===== src/rtl/mem_lsu_pkg.sv =====
// Shared definitions for the MEM-stage load/store unit: size encodings,
// FSM states, the captured request record and small decode helpers.
package mem_lsu_pkg;

  localparam logic [1:0] SZ_B = 2'b00;
  localparam logic [1:0] SZ_H = 2'b01;
  localparam logic [1:0] SZ_W = 2'b10;
  localparam logic [1:0] SZ_D = 2'b11;

  typedef enum logic [1:0] {
    ST_IDLE = 2'd0,
    ST_REQ  = 2'd1,
    ST_RESP = 2'd2,
    ST_DONE = 2'd3
  } lsu_state_e;

  typedef struct packed {
    logic        wen;
    logic [63:0] addr;
    logic [63:0] wdata;
    logic [1:0]  size;
    logic        uns;
  } lsu_req_t;

  // Byte-lane mask of an access before it is moved to its lane offset.
  function automatic logic [7:0] size_mask(input logic [1:0] size);
    case (size)
      SZ_B:    return 8'h01;
      SZ_H:    return 8'h03;
      SZ_W:    return 8'h0F;
      default: return 8'hFF;
    endcase
  endfunction

  function automatic logic misaligned(input logic [2:0] addr_lo, input logic [1:0] size);
    case (size)
      SZ_B:    return 1'b0;
      SZ_H:    return addr_lo[0];
      SZ_W:    return |addr_lo[1:0];
      default: return |addr_lo;
    endcase
  endfunction

endpackage


===== src/rtl/mem_lsu_align.sv =====
// Lane steering for the 64-bit bus: store data/strobe placement and
// load extraction with sign or zero extension. Purely combinational.
module lsu_align
  import mem_lsu_pkg::*;
(
  input  logic [1:0]  size,
  input  logic        uns,
  input  logic        wen,
  input  logic [2:0]  addr_lo,
  input  logic [63:0] wdata,
  input  logic [63:0] rdata_raw,
  output logic [7:0]  wstrb,
  output logic [63:0] wdata_sh,
  output logic [63:0] rdata_ext
);

  logic [63:0] rd_sh;

  always_comb begin
    wstrb    = wen ? (size_mask(size) << addr_lo) : 8'h00;
    wdata_sh = wdata << {addr_lo, 3'b000};
    rd_sh    = rdata_raw >> {addr_lo, 3'b000};
    case (size)
      SZ_B:    rdata_ext = {{56{~uns & rd_sh[7]}},  rd_sh[7:0]};
      SZ_H:    rdata_ext = {{48{~uns & rd_sh[15]}}, rd_sh[15:0]};
      SZ_W:    rdata_ext = {{32{~uns & rd_sh[31]}}, rd_sh[31:0]};
      default: rdata_ext = rd_sh;
    endcase
  end

endmodule


===== src/rtl/mem_lsu.sv =====
// MEM-stage load/store unit: stalls the pipeline while one access runs
// over a valid/ready request + response bus, with misalign and timeout errors.
module mem_lsu
  import mem_lsu_pkg::*;
#(
  parameter int unsigned TIMEOUT_CYC = 255
) (
  input  logic        clk,
  input  logic        rst,
  input  logic        req_valid,
  input  logic        req_wen,
  input  logic [63:0] req_addr,
  input  logic [63:0] req_wdata,
  input  logic [1:0]  req_size,
  input  logic        req_unsigned,
  output logic        stall,
  output logic        done,
  output logic [63:0] rdata,
  output logic        err,
  output logic        bus_req_valid,
  input  logic        bus_req_ready,
  output logic        bus_req_wen,
  output logic [63:0] bus_req_addr,
  output logic [63:0] bus_req_wdata,
  output logic [7:0]  bus_req_wstrb,
  input  logic        bus_resp_valid,
  input  logic [63:0] bus_resp_rdata,
  output logic        bus_resp_ready
);

  // One spare count above the limit so RESP can compare with >=.
  localparam int CW = $clog2(TIMEOUT_CYC + 2);
  localparam logic [CW-1:0] TO_VAL = CW'(TIMEOUT_CYC);

  lsu_state_e  state_q, state_d;
  lsu_req_t    req_q, req_d;
  logic [CW-1:0] cnt_q, cnt_d;
  logic [63:0] rdata_q, rdata_d;
  logic        err_q, err_d;

  logic [7:0]  al_wstrb;
  logic [63:0] al_wdata;
  logic [63:0] al_rdata;
  logic        live;

  lsu_align u_align (
    .size      (req_q.size),
    .uns       (req_q.uns),
    .wen       (req_q.wen),
    .addr_lo   (req_q.addr[2:0]),
    .wdata     (req_q.wdata),
    .rdata_raw (bus_resp_rdata),
    .wstrb     (al_wstrb),
    .wdata_sh  (al_wdata),
    .rdata_ext (al_rdata)
  );

  always_comb begin
    // NOTE: every _d gets its hold value first, so no branch can leave one unassigned and infer a latch.
    state_d = state_q;
    req_d   = req_q;
    cnt_d   = cnt_q;
    rdata_d = rdata_q;
    err_d   = err_q;

    case (state_q)
      ST_IDLE: begin
        if (req_valid) begin
          if (misaligned(req_addr[2:0], req_size)) begin
            state_d = ST_DONE;
            err_d   = 1'b1;
            rdata_d = '0;
          end else begin
            state_d     = ST_REQ;
            req_d.wen   = req_wen;
            req_d.addr  = req_addr;
            req_d.wdata = req_wdata;
            req_d.size  = req_size;
            req_d.uns   = req_unsigned;
            cnt_d       = '0;
            err_d       = 1'b0;
          end
        end
      end

      ST_REQ: begin
        cnt_d = cnt_q + CW'(1);
        if (bus_req_ready) begin
          state_d = ST_RESP;
        end else if (cnt_q == TO_VAL) begin
          state_d = ST_DONE;
          err_d   = 1'b1;
          rdata_d = '0;
        end
      end

      // The counter keeps running from REQ, so the limit bounds the whole access.
      ST_RESP: begin
        cnt_d = cnt_q + CW'(1);
        if (bus_resp_valid) begin
          state_d = ST_DONE;
          err_d   = 1'b0;
          rdata_d = req_q.wen ? 64'd0 : al_rdata;
        end else if (cnt_q >= TO_VAL) begin
          state_d = ST_DONE;
          err_d   = 1'b1;
          rdata_d = '0;
        end
      end

      default: begin
        state_d = ST_IDLE;
        err_d   = 1'b0;
        rdata_d = '0;
      end
    endcase
  end

  always_ff @(posedge clk) begin
    if (rst) begin
      // NOTE: the captured request is cleared too, not just the state, so a stale payload never reaches the bus.
      state_q <= ST_IDLE;
      req_q   <= '0;
      cnt_q   <= '0;
      rdata_q <= '0;
      err_q   <= 1'b0;
    end else begin
      // NOTE: non-blocking assignment lets every flop sample pre-edge values regardless of statement order.
      state_q <= state_d;
      req_q   <= req_d;
      cnt_q   <= cnt_d;
      rdata_q <= rdata_d;
      err_q   <= err_d;
    end
  end

  // Outputs are forced low while rst is high, even before the synchronous reset lands.
  assign live           = ~rst;
  assign stall          = live & req_valid & (state_q != ST_DONE);
  assign done           = live & (state_q == ST_DONE);
  assign err            = done & err_q;
  assign rdata          = done ? rdata_q : 64'd0;
  assign bus_req_valid  = live & (state_q == ST_REQ);
  assign bus_req_wen    = bus_req_valid & req_q.wen;
  assign bus_req_addr   = bus_req_valid ? {req_q.addr[63:3], 3'b000} : 64'd0;
  assign bus_req_wdata  = bus_req_valid ? al_wdata : 64'd0;
  assign bus_req_wstrb  = bus_req_valid ? al_wstrb : 8'h00;
  assign bus_resp_ready = live & (state_q == ST_RESP);

endmodule


===== config.mk =====
export PLATFORM = sky130hd
export DESIGN_NAME = mem_lsu
export DESIGN_NICKNAME = d
export VERILOG_FILES = /design/src/rtl/mem_lsu_pkg.sv /design/src/rtl/mem_lsu_align.sv /design/src/rtl/mem_lsu.sv
export SDC_FILE = /design/constraint.sdc
export NUM_CORES = 1
export LEC_CHECK = 0
export CORE_AREA = 2 2 180 182
export CTS_BUF_LIST = sky130_fd_sc_hd__clkbuf_4
export DETAILED_ROUTE_END_ITERATION = 8
export DIE_AREA = 0 0 182 184
export MAX_ROUTING_LAYER = met4
export PLACE_DENSITY = 0.74
export SLEW_MARGIN = 20
export SYNTH_ARGS = -nofsm -noshare
export SYNTH_HDL_FRONTEND = slang
export SYNTH_SLANG_ARGS = --single-unit

===== constraint.sdc =====
create_clock -name clk -period 2.5 [get_ports clk]
set_input_delay 0.75 -clock clk [delete_from_list [all_inputs] [get_ports clk]]
set_output_delay 0.75 -clock clk [all_outputs]
set_load 0.005 [all_outputs]

; Yosys cells after proc, flatten, opt, wreduce, memory -nomap -nowiden
; Cells that the tools add are included.
[word_totals]
romBits = 0
output_inout_bits = 206
register_bits = 208
latchBits = 0
mem_count = 0
word_cells = 90
ram_bits = 0
input_bits = 201
[classes]
shifts = 3
n_lt_le_gt_ge = 1
reduce_logical = 12
addsub = 1
div_mod_pow = 0
n_eq_ne = 16
n_mux = 35
multipliers = 0
bitwise_logic = 13
[ops]
columns = op, count
row1 = $mux 64, 10
row2 = $pmux 64 s3, 2
row3 = $shl 64x6->64, 1
row4 = $shr 64x6->64, 1
row5 = $pmux 8 s3, 1
row6 = $mux 9, 2
row7 = $pmux 9 s2, 1
row8 = $mux 8, 2
row9 = $mux 2, 6
row10 = $ne 2x2->1 const B, 6
row11 = $and 1x1->1, 10
row12 = $add 9x1->9 const B, 1
row13 = $eq 9x8->1 const B, 1
row14 = $ge 9x8->1 const B, 1
row15 = $reduce_and 3->1, 3
row16 = $eq 2x2->1 const B, 4
row17 = $mux 1, 8
row18 = $shl 8x3->8, 1
row19 = $eq 2x1->1 const B, 3
row20 = $logic_not 2->1, 3
row21 = $ne 3x3->1 const B, 2
row22 = $pmux 1 s3, 2
row23 = $pmux 2 s3, 1
row24 = $reduce_and 5->1, 1
row25 = 5 further kinds, 8

; Depth between registers and ports, before layout
[logic_depth]
depth_word = 7
ltp_mapped = 11

; Hierarchy
; From an unflattened synthesis, not the netlist that was laid out.
[hier_totals]
cells_unflattened = 1737
area_unflattened_um2 = 13546.7
[modules_own_cells]
columns = module, seq_area_each_um2, n_inst, area_each_um2, cells_each
row1 = mem_lsu, 4164.0, 1, 9426.5, 1165
row2 = lsu_align, 0.0, 1, 4120.2, 572

; Least setup slack after synthesis
; No wires, ideal clock.
[synth_timing]
kind = reg2out
from = register req_q[67] (netlist name)
to = output port bus_req_wdata[56]
t_required_ps = 1750
path_stages_with_launch = 8
arrival_time_ps = 1751
path_slack_ps = -1
path_cell_list = dfxtp_1 -> buf_4 -> buf_4 -> buf_4 -> buf_4 -> mux4_2 -> mux2i_1 -> nor2_1
[synth_between]
elab_chain_len = 2
[synth_rtl]
columns = item, line_no
row1 = "start, declared", mem_lsu.sv:36  ; lsu_req_t req_q, req_d;
row2 = "start signal, assigned", mem_lsu.sv:130  ; req_q <= req_d;
row3 = $shl 64x6->64, mem_lsu_align.sv:21  ; wdata_sh = wdata << {addr_lo, 3'b000};
row4 = $mux 64, mem_lsu.sv:146  ; assign bus_req_wdata = bus_req_valid ? al_wdata : 64'd0;
row5 = "end, declared", mem_lsu.sv:24  ; output logic [63:0] bus_req_wdata,
; Every way passes these cells.

; Worst setup path in the final report
[layout_timing]
from = register req_q[67] (netlist name)
to = output port bus_req_wdata[1]
; Same word-level chain as after synthesis.

==> impl_metrics.yaml <==
clock_network:
  cts_num_sinks: 208
  cts_tree: "yes"
  clock_path_buffers: 3
  cts_buffers: 58
  cts.clk_slew.worst_paths_ps: 60
  clk_latency_ps: 730
  cts_root_buf: "clkbuf_4"
  h-tree-depth: 2
setup_path:
  end_kind: "output pin"
  crit_fanout: 4
  cp-start-kind: "flop"
  timing.rr.start: "req_q[67]"
  timing.critical_path.from: "req_q[67]"
  crit_end: "bus_req_wdata[1]"
  rrSetupSlack_ps: -160
  critPathRequiredTime_ps: 1750
  ff2ff_path_depth: 12
  reg2reg_to: "rdata_q[56]"
  critPathArrivalTime_ps: 2430
  critPathKind: "flop to output pin"
detailed_routing:
  via_per_inst: 5.732
  ant_nets: 0
  drtIter0Drc: 1525
  dr.pass1.iters: 5
  avgRoutedWirePerCell_um: 21.87
  wirelength_um: 57030
  vias: 14950
  drc: 0
cells_and_area:
  areaGrowthSynthToFinish_pct: 71.49
  final_area_um2: 21330
  num-nets-final: 2360
  layout-drive-gt1-share: 0.3843
global_route:
  grt_use_total: 0.3168
  grt_antenna_before_repair: 10
  globalRouteOverflowTotal: 0
  grt_pass1_vias: 14230
  grt_max_degree: 85
  grt_pass1_wl_um: 81140
job:
  maxCapViolCount: 0
floorplanning:
  row_count: 65
  die_area_um2: 33490
  die_h_um: 184
  die_x_um: 182
  core_area_um2: 31390
  initial_core_util: 0.3963
  io_pins: 407
logic_synthesis:
  synth_xor_area_frac: 0
  synthMuxAreaShare: 0.1685
  syn_area_um2: 12440
  ys_ff_latch: 208
  synth_compound_area_frac: 0.1958
  ys_seq_area_frac: 0.3347
  syn_avg_cell_area_um2: 8.178
  yosysUniqueCellTypes: 59
  synth_area_leader_cell: "dfxtp_1"
  synth_area_leaders: "dfxtp_1, nand2_1, mux4_2"
  synth_async_sr_flop_share: 0
  synthCells: 1521
  ys.flop_type: "dfxtp_1"
  synth_simple_gate_area_share: 0.2324
  synth_fa_ha_area_frac: 0.007041
  synth-edff-count: 0
  yosys.area.top_type_share: 0.3347
  synth_top_family_by_area: "simple AND/OR/NAND/NOR gates"
  ys_warn_count: 0
power:
  p_leak_nw: 8.649
  vdd_drop_max_mv: 0.4707
  fin_total_pwr_mw: 12.78
  power_density_nw_per_um2: 599.3
place:
  hpwlAfterDp_um: 36690
  gp_congestion: 0.9802
  port_buffers: 403
  dpl_cell_area_um2: 17830
sta:
  worst_pin_slew_ps: 991.3
  clock.fmax_mhz: 314.1
  drv_slew: 0
  fin_crit_sh: 1.274
  setup-violations-final: 255
  timing.final.crit_period_ps: 3184
  skew_ps: 67.19
  worst_slew_margin_rel: 0.3392
  setup_ws_ps: -684.0
  finalHoldViolCount: 0
  rsz0062_at_grt: "yes"
min_path:
  hp-class: "flop to flop"
run_status:
  violations: "negative setup slack"
  outcome: "finished, violations left"
placed cells by master, fill, tap and decap left out, types with 10 or more instances in the layout:
cell             synthesis  layout
and2_1                 149      77
buf_12                   0      35
and2_4                   0      72
a32o_1                  32      32
inv_1                   13      12
o21ai_0                 56      48
buf_8                    0      18
nand2_1                358     351
clkinv_1                 0      12
clkbuf_4                 0      88
nor2_1                  68      37
clkdlybuf4s50_1          0     211
buf_2                   28      53
nor2_4                   0      22
diode_2                  0      10
buf_4                   22     153
mux2i_1                 74      56
a21oi_1                172     160
buf_6                    7     154
dlygate4sd2_1            0      15
clkbuf_2                 1      36
clkbuf_16                0      12
a22oi_2                  0      10
a22o_1                  32      32
mux2_2                  21      13
mux4_2                  49      49
o211ai_1                23      23
dfxtp_1                208     202
cell type report:
class | instances | area (um^2)
flip-flops and latches | 208 | 4179
clock inverters | 16 | 118.9
well taps | 402 | 503.0
diodes | 10 | 25.02
repair buffers | 711 | 7246
fillers | 2445 | 10060
inverters | 15 | 61.31
clock buffers | 88 | 660.6
multi-input cells | 1158 | 8539
critical path, cell delays in order, from the launching register on:
cell	delay (ps)
dfxtp_4	360
buf_6	140
buf_6	140
buf_16	130
buf_6	110
buf_6	110
nor2_4	120
buf_6	140
buf_6	100
buf_6	90
and3_4	170
buf_6	90
synth_stat cells, types with 5 or more instances:
master and instances:
a211o_1 7, a211oi_1 5, a21oi_1 172, a22o_1 32, a22oi_1 12, a2bb2oi_1 6
a32o_1 32, a32oi_1 7, and2_1 149, and3_1 8, buf_2 28, buf_4 22
buf_6 7, clkbuf_1 80, dfxtp_1 208, ha_1 7, inv_1 13, mux2_2 21
mux2i_1 74, mux4_2 49, nand2_1 358, nand2b_1 7, nand3_1 9, nor2_1 68
nor2b_1 8, nor3_1 5, o211ai_1 23, o21ai_0 56, o2bb2ai_1 5
stage by stage:
stage                     TNS (ps)  hold WS, ps  worst slack (ps)  utilization  instances
after CTS                  -118170        451.1            -761.3       0.6385       2541
after floorplan                  0        427.3            0.9958            -       1523
final                       -92340        449.7            -684.0       0.6796       2608
after global placement     -139910        436.9            -713.0       0.5681       2345
after global routing       -118060        483.7            -751.7       0.6796       2608
after detailed placement   -136140        442.2            -709.6       0.5681       2345
how the worst min path moves through the flow:
stage / cells past startpoint / slack, ps / from / to
final: 2 / 450 / req_q[107] / req_q[107]
after global routing: 2 / 480 / req_q[96] / req_q[96]
after CTS: 2 / 450 / req_q[114] / req_q[114]
after detailed placement: 2 / 440 / req_q[114] / req_q[114]
after global placement: 2 / 440 / req_q[114] / req_q[114]
after floorplan: 2 / 430 / err_q / err_q
flip-flops by register name, indices dropped and copies added (netlist names):
signal / flops
state_q: 2
err_q: 1
cnt_q: 9
req_q: 132
rdata_q: 64
per-layer routing:
| layer | GRT usage | up-vias | wire length [um] |
|---|---|---|---|
| met3 | 0.05170 | 215 | 4980 |
| met5 | - | - | 0 |
| met4 | 0.1519 | 0 | 3128 |
| met1 | 0.3902 | 7161 | 22120 |
| met2 | 0.5087 | 924 | 26800 |
| li1 | - | 6650 | - |
what timing repair did:
| action | in CTS | in global routing |
|---|---|---|
| setup endpoints to repair | 258 | 267 |
| pin swaps | 70 | 99 |
| gates cloned | 14 | 16 |
| buffers inserted | 83 | 62 |
| hold buffers | 0 | 0 |
| resized for setup | 773 | 347 |
kinds of logic (layout without fill, tap and decap cells):
| group | after synthesis | count (layout) |
|---|---|---|
| AOI/OAI and AO/OA | 375 | 375 |
| DFF | 208 | 208 |
| buffers and inverters | 157 | 830 |
| adders and majority gates | 7 | 7 |
| and+or+nand+nor | 628 | 628 |
| muxes | 145 | 145 |
| other | 1 | 13 |
power breakdown:
group	switching, mW	internal (mW)	leakage [nW]
Combinational	2.73	2.81	6.50
Clock	1.55	1.80	0.460
Sequential	0.289	3.61	1.69
Total	4.57	8.21	8.65
No activity file was read; power rests on OpenSTA's default activity.
